**src/rtl/vmem_port_ctrl.sv**
```systemverilog
// vmem_port_ctrl: shares the 16-bit memory bus between instruction fetch and vector bursts; fetch 4 cycles, load N+2, store N+1.
// Requests are held until granted, with no preemption; define VMEM_PORT_RR_EN for round-robin arbitration (default: vector priority).
module vmem_port_ctrl #(
  parameter int ELEM_W = 16,
  parameter int NELEM  = 16,
  parameter int ADDR_W = 16
) (
  input  logic                       Clk1,
  input  logic                       Reset,
  input  logic                       f_req,
  input  logic [ADDR_W-1:0]          f_addr,
  output logic                       f_gnt,
  output logic [ELEM_W-1:0]          f_data,
  output logic                       f_valid,
  input  logic                       v_req,
  input  logic                       v_wr,
  input  logic [ADDR_W-1:0]          v_base,
  input  logic [$clog2(NELEM)-1:0]   v_count,
  input  logic [ELEM_W*NELEM-1:0]    v_wdata,
  output logic                       v_gnt,
  output logic [ELEM_W*NELEM-1:0]    v_rdata,
  output logic                       v_done,
  output logic                       busy,
  output logic [ADDR_W-1:0]          Addr,
  output logic                       RD,
  output logic                       WR,
  output logic [ELEM_W-1:0]          dataOut,
  input  logic [ELEM_W-1:0]          DataIn
);

  localparam int CW = $clog2(NELEM);

  localparam logic [2:0] S_IDLE   = 3'd0;
  localparam logic [2:0] S_FETCH  = 3'd1;
  localparam logic [2:0] S_FCAP   = 3'd2;
  localparam logic [2:0] S_VLOAD  = 3'd3;
  localparam logic [2:0] S_VLTAIL = 3'd4;
  localparam logic [2:0] S_VSTORE = 3'd5;
  localparam logic [2:0] S_DONE   = 3'd6;

  logic [2:0]                          state_q, state_d;
  logic [ADDR_W-1:0]                   addr_q, addr_d;
  logic [CW-1:0]                       cnt_q, cnt_d;
  logic [CW-1:0]                       k_q, k_d;
  logic                                vec_q, vec_d;
  logic [NELEM-1:0][ELEM_W-1:0]        wdata_q, wdata_d;
  logic [NELEM-1:0][ELEM_W-1:0]        buf_q, buf_d;
  logic [NELEM-1:0][ELEM_W-1:0]        rdata_q, rdata_d;
  logic [ELEM_W-1:0]                   fdata_q, fdata_d;
  logic [CW-1:0]                       prev_k;
  logic                                pick_vec;

`ifdef VMEM_PORT_RR_EN
  // rr_q = 1 favours vector; flips to the other requester after each grant
  logic rr_q, rr_d;
  assign pick_vec = v_req && (!f_req || rr_q);
`else
  assign pick_vec = v_req;
`endif

  assign prev_k = k_q - CW'(1);

  always_comb begin
    state_d = state_q;
    addr_d  = addr_q;
    cnt_d   = cnt_q;
    k_d     = k_q;
    vec_d   = vec_q;
    wdata_d = wdata_q;
    buf_d   = buf_q;
    rdata_d = rdata_q;
    fdata_d = fdata_q;
`ifdef VMEM_PORT_RR_EN
    rr_d    = rr_q;
`endif
    case (state_q)
      S_IDLE: begin
        if (pick_vec) begin
          addr_d  = v_base;
          cnt_d   = v_count;
          wdata_d = v_wdata;
          k_d     = '0;
          vec_d   = 1'b1;
          if (!v_wr) buf_d = '0;
          state_d = v_wr ? S_VSTORE : S_VLOAD;
`ifdef VMEM_PORT_RR_EN
          rr_d    = 1'b0;
`endif
        end else if (f_req) begin
          addr_d  = f_addr;
          vec_d   = 1'b0;
          state_d = S_FETCH;
`ifdef VMEM_PORT_RR_EN
          rr_d    = 1'b1;
`endif
        end
      end
      S_FETCH: state_d = S_FCAP;
      S_FCAP: begin
        fdata_d = DataIn;
        state_d = S_DONE;
      end
      S_VLOAD: begin
        // read data lags the strobe by one cycle
        if (k_q != '0) buf_d[prev_k] = DataIn;
        if (k_q == cnt_q) state_d = S_VLTAIL;
        else k_d = k_q + CW'(1);
      end
      S_VLTAIL: begin
        rdata_d        = buf_q;
        rdata_d[cnt_q] = DataIn;
        state_d        = S_DONE;
      end
      S_VSTORE: begin
        if (k_q == cnt_q) state_d = S_DONE;
        else k_d = k_q + CW'(1);
      end
      S_DONE:  state_d = S_IDLE;
      default: state_d = S_IDLE;
    endcase
  end

  always_ff @(posedge Clk1) begin
    if (!Reset) begin
      state_q <= S_IDLE;
      addr_q  <= '0;
      cnt_q   <= '0;
      k_q     <= '0;
      vec_q   <= 1'b0;
      wdata_q <= '0;
      buf_q   <= '0;
      rdata_q <= '0;
      fdata_q <= '0;
`ifdef VMEM_PORT_RR_EN
      rr_q    <= 1'b0;
`endif
    end else begin
      state_q <= state_d;
      addr_q  <= addr_d;
      cnt_q   <= cnt_d;
      k_q     <= k_d;
      vec_q   <= vec_d;
      wdata_q <= wdata_d;
      buf_q   <= buf_d;
      rdata_q <= rdata_d;
      fdata_q <= fdata_d;
`ifdef VMEM_PORT_RR_EN
      rr_q    <= rr_d;
`endif
    end
  end

  always_comb begin
    RD      = (state_q == S_FETCH) || (state_q == S_VLOAD);
    WR      = (state_q == S_VSTORE);
    Addr    = '0;
    dataOut = '0;
    if (state_q == S_FETCH) Addr = addr_q;
    else if ((state_q == S_VLOAD) || (state_q == S_VSTORE)) Addr = addr_q + ADDR_W'(k_q);
    if (state_q == S_VSTORE) dataOut = wdata_q[k_q];
  end

  assign f_gnt   = (state_q == S_FETCH);
  assign v_gnt   = ((state_q == S_VLOAD) || (state_q == S_VSTORE)) && (k_q == '0);
  assign f_valid = (state_q == S_DONE) && !vec_q;
  assign v_done  = (state_q == S_DONE) && vec_q;
  assign busy    = (state_q != S_IDLE);
  assign f_data  = fdata_q;
  assign v_rdata = rdata_q;

endmodule

```
**config.mk**
```make
export PLATFORM = sky130hd
export DESIGN_NAME = vmem_port_ctrl
export DESIGN_NICKNAME = d
export VERILOG_FILES = /design/src/rtl/vmem_port_ctrl.sv
export SDC_FILE = /design/constraint.sdc
export NUM_CORES = 2
export LEC_CHECK = 0
export ABC_CLOCK_PERIOD_IN_PS = 7370
export CAP_MARGIN = 10
export CORE_MARGIN = 8
export CORE_UTILIZATION = 25
export DETAILED_ROUTE_END_ITERATION = 10
export DONT_BUFFER_PORTS = 1
export GPL_ROUTABILITY_DRIVEN = 0
export PLACE_DENSITY_LB_ADDON = 0.25
export SYNTH_ARGS = -nofsm -noshare
export SYNTH_HDL_FRONTEND = slang
export SYNTH_SLANG_ARGS = --single-unit
export TNS_END_PERCENT = 50
```
**constraint.sdc**
```tcl
create_clock -name Clk1 -period 7.37 [get_ports Clk1]
set_input_delay 1.1055 -clock Clk1 [delete_from_list [all_inputs] [get_ports Clk1]]
set_output_delay 1.1055 -clock Clk1 [all_outputs]
set_load 0.01 [all_outputs]
```
==> reports/qor.yml <==
run_status:
  outcome: "finished, violations left"
  violations: "max-slew violations"
timing:
  tightest_slew_ns: 1.727
  period_minus_slack_ns: 5.460
  finalSetupTns_ns: 0
  fin_skew_ns: 0.04890
  slew_violations: 144
  period_share_pct: 74.08
  setup_viol: 0
  clock.fmax_mhz: 183.2
  rsz0062_at_grt: "no"
  slew_headroom_pct: -15.10
  final_hold_viol_count: 0
floorplanning:
  initial_utilization_pct: 25.17
  dieArea_um2: 152700
  rows: 137
  die_h_um: 390.8
  die_w_um: 390.8
  core_area_um2: 139500
  ioPinCount: 624
job:
  maxCapViolations: 0
routing:
  via_per_inst: 4.849
  drc: 0
  routed_wl_mm: 137.5
  drt_iter0_drc: 1780
  ant_nets: 0
  dr.pass1.iters: 5
  wl_per_cell_um: 25.42
  vias: 26231
synthesis:
  syn_inst: 3666
  synth_cell_types: 58
  syn_nets: 3990
  ys_ff_latch: 812
  synth_edf_count: 0
  ys_async_sr_fraction_pct: 0
  yosysWarningCount: 0
  ys.flop_type: "dfxtp_1"
  synth-seq-area-share_pct: 46.28
  synth_largest_area_cell: "dfxtp_1"
  netlist_area_um2: 35120
  synthDominantCellAreaShare_pct: 46.28
  ys_top_cells_by_area: "dfxtp_1 (46%), mux2i_1 (13%), nand2_1 (11%)"
  synth_area_per_cell_um2: 9.580
clock_tree:
  cts_setup_buffers: 0
  cts.reportedPaths.clkPinSlew_ns: 0.06
  cts_hold_buf: 0
  cts.path.max_buffers: 3
  cts_buffers: 96
  cts.htree.levels: 3
  cts_tree: "done"
  cts-root-buf: "clkbuf_16"
  cts.sinks: 812
  worstSkewPairLatency_ns: 0.73
  post_cts_resized: 0
placed_design:
  dpl.hpwl_mm: 91.41
  io_buffers: 0
  place_area_um2: 36370
cells_and_area:
  drive_above_1_share_pct: 8.244
  fillers: 14944
  final_common_cell: "nand2_1"
  fin_area_um2: 39700
  mostFrequentLayoutCells: "nand2_1 (1043), dfxtp_1 (809), mux2i_1 (472), a21boi_0 (278), o211a_1 (272)"
  fin_nets: 3778
  syn_to_final_growth_pct: 13.04
power:
  ir_worst_vdd_mv: 0.2540
  p_leak_nw: 16.33
  powerDensity_nw_per_um2: 343.0
global_routing:
  antenna_found_initial: 13
  grt_pass1_wl_mm: 193.0
  grt_max_degree: 571
  grt_use_met3_pct: 5.930
  grtUsageTotal_pct: 17.12
  gr-total-overflow: 0
  gr-usage-met2_pct: 27.69
  top_usage_layer: "met2"
  use_met1_pct: 21.67
  grt_pass1_vias: 25753
worst_setup_path:
  crit_start: "k_q[1]"
  reg2regPathDepth: 8
  cp_top_family: "flip-flops"
  critical_path.cell_chain: "inv_1, fa_1, nor2b_1, o21ai_0, a2111oi_0, xnor2_1, nor2_1"
  ff2ff_setup_slack_ns: 2.79
  worstSetupPathDepth: 7
  reg2reg_from: "k_q[1]"
  endpoint_kind: "output pin"
  max_stage_delay_ns: 0.95
  crit_arrival_ns: 4.35
  cp-start-kind: "flop"
  cp_slowest_cell: "dfxtp_4"
  crit_buf_inv: 1
  cp.required_ns: 6.26
  path_class: "reg -> out"
  r2r-end: "buf_q[59]"
  cp_max_fo: 59
  crit_path_end: "Addr[14]"
min_path:
  hold_class: "reg -> reg"
power breakdown:
group / total (W) / switching [W] / internal [W]
Combinational: 0.00254 / 0.00162 / 0.000915
Clock: 0.00497 / 0.00205 / 0.00291
Sequential: 0.00611 / 0.000977 / 0.00513
worst min-delay path by stage:
stage | endpoint | cells after the start | startpoint | slack [ns]
6_report | buf_q[115] | 2 | buf_q[115] | 0.46
5_1_grt | buf_q[167] | 2 | buf_q[167] | 0.47
4_1_cts | wdata_q[118] | 2 | v_wdata[118] | 0.45
3_5_place_dp | buf_q[136] | 2 | buf_q[136] | 0.45
3_3_place_gp | buf_q[197] | 2 | buf_q[197] | 0.44
2_1_floorplan | buf_q[15] | 1 | buf_q[15] | 0.43
cell type report:
| type | instances | area [µm²] | area share [%] |
|---|---|---|---|
| multi-input cells | 2503 | 17460 | 43.98 |
| flip-flops and latches | 812 | 16270 | 40.97 |
| clock buffers | 142 | 2856 | 7.195 |
| well taps | 1876 | 2347 | 5.912 |
| clock inverters | 32 | 464.2 | 1.169 |
| repair buffers | 31 | 257.7 | 0.6492 |
| inverters | 10 | 37.54 | 0.09454 |
| diodes | 4 | 10.01 | 0.02521 |
layer usage:
| metal | wire length, µm | part of all wire, % |
|---|---|---|
| met1 | 59050 | 43 |
| met2 | 63250 | 46 |
| met3 | 11760 | 8.5 |
| met4 | 3389 | 2.5 |
| met5 | 53 | 0.039 |
state kept, by name (all words and copies together) (netlist names):
name / count
f_data: 16
vec_q: 1
addr_q: 16
k_q: 4
v_rdata: 256
buf_q: 256
state_q: 3
wdata_q: 256
cnt_q: 4
stage by stage:
step                worst slack, ns  util (%)  hold WS (ns)  instances  total power [W]
floorplan                     3.431         -        0.4317       3666         0.007738
global placement              2.383     26.07        0.4413       5232         0.008762
detailed placement            2.478     26.07        0.4454       5232         0.008810
CTS                           1.680     28.45        0.4461       5406          0.01385
global route                  1.488     28.45        0.4694       5409          0.01435
finish                        1.910     28.45        0.4553       5410          0.01362
Yosys cell counts, types with 11 or more instances:
library cell and number:
dfxtp_1 812, mux2i_1 472, nor2b_1 20, mux2_2 24, a32o_1 90, a21oi_1 17
buf_2 64, a211oi_1 20, a21boi_0 278, o211a_1 272, clkbuf_1 248, nand2_1 1043
o21ai_0 35, nand3_1 11, o22ai_1 20, mux4_2 32, and2_1 12, nor2_1 27
logic make-up (layout without fill, tap and decap cells):
kind of cell,after synthesis,count (layout),share of synthesized area (%)
DFF,812,812,46.28
other,0,4,0
AOI/OAI and AO/OA,775,775,18.89
adders and majority gates,11,11,0.4133
buffers and inverters,351,215,4.289
and+or+nand+nor,1173,1173,13.45
muxes,528,528,16.27
xor gates and xnor gates,16,16,0.3990
worst min-delay path: stages (launching register included):
cell     delay [ns]
dfxtp_1        0.31
nand2_1        0.05
mux2i_1        0.05
Note: power is estimated with default switching activity, not from simulation.
